--- src/rtl/control_pkg.sv ---
// Shared encodings for the RV32I control unit: opcodes, func7 patterns and the
// immediate-type, ALU-control and ALU-op enumerations.
package control_pkg;

  localparam logic [6:0] OP_LOAD   = 7'b0000011;
  localparam logic [6:0] OP_STORE  = 7'b0100011;
  localparam logic [6:0] OP_RTYPE  = 7'b0110011;
  localparam logic [6:0] OP_ITYPE  = 7'b0010011;
  localparam logic [6:0] OP_BRANCH = 7'b1100011;

  localparam logic [6:0] F7_BASE = 7'b0000000;
  localparam logic [6:0] F7_ALT  = 7'b0100000;

  typedef enum logic [2:0] {
    IMM_I = 3'b000,
    IMM_S = 3'b001,
    IMM_B = 3'b010,
    IMM_U = 3'b011,
    IMM_J = 3'b100
  } imm_type_e;

  typedef enum logic [2:0] {
    ALU_ADD  = 3'b000,
    ALU_SUB  = 3'b001,
    ALU_AND  = 3'b010,
    ALU_OR   = 3'b011,
    ALU_XOR  = 3'b100,
    ALU_SLT  = 3'b101,
    ALU_SLTU = 3'b110,
    ALU_RSVD = 3'b111
  } alu_control_e;

  typedef enum logic [1:0] {
    ALUOP_ADD   = 2'b00,
    ALUOP_SUB   = 2'b01,
    ALUOP_FUNCT = 2'b10
  } alu_op_e;

endpackage

--- src/rtl/alu_decoder.sv ---
// ALU decoder: maps the main decoder's alu_op plus func3/func7[5] onto an ALU
// operation, flagging func3 codes the ALU does not implement (shifts).
module alu_decoder
  import control_pkg::*;
(
  input  alu_op_e      alu_op,
  input  logic [2:0]   func3,
  input  logic         func7_b5,
  input  logic         is_rtype,
  output alu_control_e alu_control,
  output logic         funct_illegal
);

  always_comb begin
    alu_control   = ALU_ADD;
    funct_illegal = 1'b0;
    case (alu_op)
      ALUOP_ADD: alu_control = ALU_ADD;
      ALUOP_SUB: alu_control = ALU_SUB;
      ALUOP_FUNCT: begin
        case (func3)
          // Immediate forms have no SUB; func7 there is part of the immediate.
          3'b000:  alu_control = (is_rtype && func7_b5) ? ALU_SUB : ALU_ADD;
          3'b010:  alu_control = ALU_SLT;
          3'b011:  alu_control = ALU_SLTU;
          3'b100:  alu_control = ALU_XOR;
          3'b110:  alu_control = ALU_OR;
          3'b111:  alu_control = ALU_AND;
          default: begin
            alu_control   = ALU_ADD;
            funct_illegal = 1'b1;
          end
        endcase
      end
      default: alu_control = ALU_ADD;
    endcase
  end

endmodule

--- src/rtl/control_unit.sv ---
// RV32I single-cycle control unit: main decoder, branch resolution and a sticky
// illegal-instruction flag. Define CONTROL_ITYPE_ALU_EN to decode I-type ALU ops.
module control_unit
  import control_pkg::*;
(
  input  logic       clk,
  input  logic       rst_n,
  input  logic [6:0] op_code,
  input  logic [2:0] func3,
  input  logic [6:0] func7,
  input  logic       zero,
  output logic       reg_write,
  output logic       mem_write,
  output logic       alu_source,
  output logic       result_source,
  output logic [2:0] imm_type,
  output logic [2:0] alu_control,
  output logic       pc_source,
  output logic       illegal_instr,
  output logic       illegal_sticky
);

  logic         reg_write_main;
  logic         is_rtype;
  logic         is_branch;
  logic         decode_illegal;
  imm_type_e    imm_sel;
  alu_op_e      alu_op;
  alu_control_e alu_ctrl_dec;
  alu_control_e alu_ctrl_fin;
  logic         funct_illegal;
  logic         func7_illegal;
  logic         branch_illegal;
  logic         illegal_sticky_d;
  logic         illegal_sticky_q;

  always_comb begin
    reg_write_main = 1'b0;
    mem_write      = 1'b0;
    alu_source     = 1'b0;
    result_source  = 1'b0;
    imm_sel        = IMM_I;
    alu_op         = ALUOP_ADD;
    is_rtype       = 1'b0;
    is_branch      = 1'b0;
    decode_illegal = 1'b0;
    case (op_code)
      OP_LOAD: begin
        reg_write_main = 1'b1;
        alu_source     = 1'b1;
        result_source  = 1'b1;
      end
      OP_STORE: begin
        mem_write  = 1'b1;
        alu_source = 1'b1;
        imm_sel    = IMM_S;
      end
      OP_RTYPE: begin
        reg_write_main = 1'b1;
        alu_op         = ALUOP_FUNCT;
        is_rtype       = 1'b1;
      end
`ifdef CONTROL_ITYPE_ALU_EN
      OP_ITYPE: begin
        reg_write_main = 1'b1;
        alu_source     = 1'b1;
        alu_op         = ALUOP_FUNCT;
      end
`else
      OP_ITYPE: decode_illegal = 1'b1;
`endif
      OP_BRANCH: begin
        imm_sel   = IMM_B;
        alu_op    = ALUOP_SUB;
        is_branch = 1'b1;
      end
      default: decode_illegal = 1'b1;
    endcase
  end

  alu_decoder u_alu_decoder (
    .alu_op        (alu_op),
    .func3         (func3),
    .func7_b5      (func7[5]),
    .is_rtype      (is_rtype),
    .alu_control   (alu_ctrl_dec),
    .funct_illegal (funct_illegal)
  );

  // The alternate func7 pattern is only meaningful for SUB.
  always_comb begin
    func7_illegal = is_rtype &&
                    !((func7 == F7_BASE) || ((func7 == F7_ALT) && (func3 == 3'b000)));
    alu_ctrl_fin  = (funct_illegal || func7_illegal) ? ALU_ADD : alu_ctrl_dec;
  end

  always_comb begin
    pc_source      = 1'b0;
    branch_illegal = 1'b0;
    if (is_branch) begin
      case (func3)
        3'b000:  pc_source = zero;
        3'b001:  pc_source = ~zero;
        default: branch_illegal = 1'b1;
      endcase
    end
  end

  assign reg_write     = reg_write_main & ~funct_illegal & ~func7_illegal;
  assign imm_type      = imm_sel;
  assign alu_control   = alu_ctrl_fin;
  assign illegal_instr = decode_illegal | funct_illegal | func7_illegal | branch_illegal;

  assign illegal_sticky_d = illegal_sticky_q | illegal_instr;

  always_ff @(posedge clk or negedge rst_n) begin
    if (!rst_n) illegal_sticky_q <= 1'b0;
    else        illegal_sticky_q <= illegal_sticky_d;
  end

  assign illegal_sticky = illegal_sticky_q;

endmodule

--- config.mk ---
export PLATFORM = sky130hd
export DESIGN_NAME = control_unit
export DESIGN_NICKNAME = d
export VERILOG_FILES = /design/src/rtl/control_pkg.sv /design/src/rtl/alu_decoder.sv /design/src/rtl/control_unit.sv
export SDC_FILE = /design/constraint.sdc
export NUM_CORES = 1
export LEC_CHECK = 0
export CAP_MARGIN = 20
export CELL_PAD_IN_SITES_DETAIL_PLACEMENT = 0
export CELL_PAD_IN_SITES_GLOBAL_PLACEMENT = 2
export CORE_MARGIN = 2
export CORE_UTILIZATION = 14
export DETAILED_ROUTE_END_ITERATION = 6
export PLACE_DENSITY = 0.84
export SYNTH_ARGS = -nofsm -noshare
export SYNTH_HDL_FRONTEND = slang
export SYNTH_SLANG_ARGS = --single-unit
--- constraint.sdc ---
create_clock -name clk -period 3.1 [get_ports clk]
set_clock_uncertainty 0.15 [all_clocks]
set_input_delay 0.31 -clock clk [delete_from_list [all_inputs] [get_ports clk]]
set_output_delay 0.31 -clock clk [all_outputs]
set_load 0.05 [all_outputs]
==> results.cfg <==
[routing]
drtIter0Drc = 10
dr.pass1.iters = 4
totalWireLength_um = 970
postRouteAntennaNets = 0
wl_per_cell_um = 9.33
drc = 0
vias = 416
drt-vias-per-instance = 4.00

[synthesis]
ys_warn_count = 0
ys_seq_area_frac = 0.0714
async_flop_share = 1.00
synthTopCellsByArea = ha_1 (11%), nand4bb_4 (7.9%), dfrtp_1 (7.1%)
synth-edff-count = 0
avgSynthCellArea_sq_um = 7.79
yosysTopAreaCellShare = 0.107
yosys.area.top_type = ha_1
netlist_instances = 45
synth_nets = 68
netlist_area_sq_um = 350
synth_cell_types = 25
ys_seq_elements = 1
synth_flop_cell = dfrtp_1

[critical_path]
rrSetupSlack_ps = 2310
cp-end-kind = output port
crit_required_ps = 2640
start_kind = primary input
path_class = primary input to output port
r2r_start = illegal_sticky
timing.rr.end = illegal_sticky
crit_fanout = 5
crit_arrival_ps = 2310
reg2reg_depth = 1

[clock_network]
post_cts_resized = 0
clk_latency_ps = 0
path_clk_slew_ps = 0
cts_setup_buffers = 0
postCtsHoldBufs = 0

[cells_and_area]
diodes = 0
stdcell_count = 104
layout_commonest_cell = clkdlybuf4s50_1
nFillCells = 282
layout-drive-gt1-share = 0.176
layout_common_cells = clkdlybuf4s50_1 (25), nor2_1 (6), nand2_1 (5), inv_1 (5), buf_4 (4)
final_nets = 99
area_delta_synth_final_pct = 100
largest_reg_flops = 1

[power_and_ir_drop]
p_per_area_nw_per_um2 = 88.8
p_leak_uw = 0.000286
power_uw = 62.3
vdd_drop_max_mv = 0.0681

[die]
chipHeight_um = 54.0
ioPinCount = 33
fp.coreArea_sq_um = 2430
rows = 18
dieArea_sq_um = 2920
start_util = 0.144
die_w_um = 54.0

[timing]
tns_ps = 0
drv_slew = 0
layout_setup_ws_ps = 325
timing.hold.ws_ps = 310
hold_viol = 0
fin_crit_ps = 2770
fin_crit_sh = 0.895
slew_headroom = 0.666
rsz0062_at_grt = no
finalSetupViolations = 0
fmax_ghz = 0.360
tightest_slew_ps = 500

[run_status]
outcome = finished clean

[place]
place_inst = 104
dpl_worst_slack_ps = 331
io_buffers = 31
dp_hpwl_um = 862
routabilityCongestion = 0.656

[global_route]
overflow = 0
grt_pass1_vias = 410
antenna_found_initial = 0
track_usage = 0.0703
grt_start_max_net_pins = 7
grt_pass1_wl_mm = 1.63

[hold_path]
min-delay-path-class = primary input to asynchronous set/reset pin

[job]
drv_cap = 0
[power breakdown]
group,total [uW],leakage (uW),switching [uW],internal (uW)
sequential,13.3,0.00000875,0,13.3
combinational,49.0,0.000277,19.5,29.5
clock,0,0,0,0
[metrics by stage]
step | instance area [sq um] | utilization
2_1_floorplan | 350 | -
3_3_place_gp | 702 | 0.289
3_5_place_dp | 702 | 0.289
4_1_cts | 702 | 0.289
5_1_grt | 702 | 0.289
6_report | 702 | 0.289
[layer usage]
metal  GRT usage  routed length (um)
met5           0                   0
met4           0                   0
met3     0.00278                  80
met2       0.118                 466
met1       0.105                 423
[cell usage after synthesis, types with 2 or more instances]
| master | count |
|---|---|
| nor2_1 | 6 |
| inv_1 | 5 |
| nand2_1 | 5 |
| ha_1 | 3 |
| nor3_1 | 3 |
| and3_1 | 2 |
| buf_4 | 2 |
| or3_1 | 2 |
[critical path, cell delays in order]
cell and delay [ps]:
clkdlybuf4s50_1 500, nand4bb_4 140, or3_1 390, inv_1 90
ha_1 210, nand2_1 90, o22a_4 230, and4_4 170
buf_4 180
[kinds of logic after synthesis]
| logic type | after synthesis | share of synthesized area |
|---|---|---|
| AND/OR/NAND/NOR | 25 | 0.489 |
| buffers and inverters | 8 | 0.129 |
| AO/OA/AOI/OAI | 5 | 0.136 |
| adder cells (fa/ha/maj) | 3 | 0.107 |
| other | 1 | 0.0107 |
| XOR/XNOR | 1 | 0.0250 |
| multiplexers | 1 | 0.0321 |
| flip-flops | 1 | 0.0714 |
[worst max path at each step]
stage                from              to  slack (ps)  cells after the start
2_1_floorplan  op_code[2]  alu_control[1]         200                      7
3_3_place_gp   op_code[1]  alu_control[2]         330                      9
3_5_place_dp   op_code[2]  alu_control[0]         330                      9
4_1_cts        op_code[1]  alu_control[0]         310                      9
5_1_grt        op_code[1]  alu_control[0]         170                      9
6_report       op_code[1]  alu_control[2]         330                      9
[final cells by class]
type / count / area, sq um / share of cell area
Multi-Input combinational cell: 36 / 280 / 0.399
Sequential cell: 1 / 25.0 / 0.0357
Inverter: 5 / 18.8 / 0.0267
Tap cell: 30 / 37.5 / 0.0535
Timing Repair Buffer: 32 / 340 / 0.485
No activity file was read; power rests on OpenSTA's default activity.
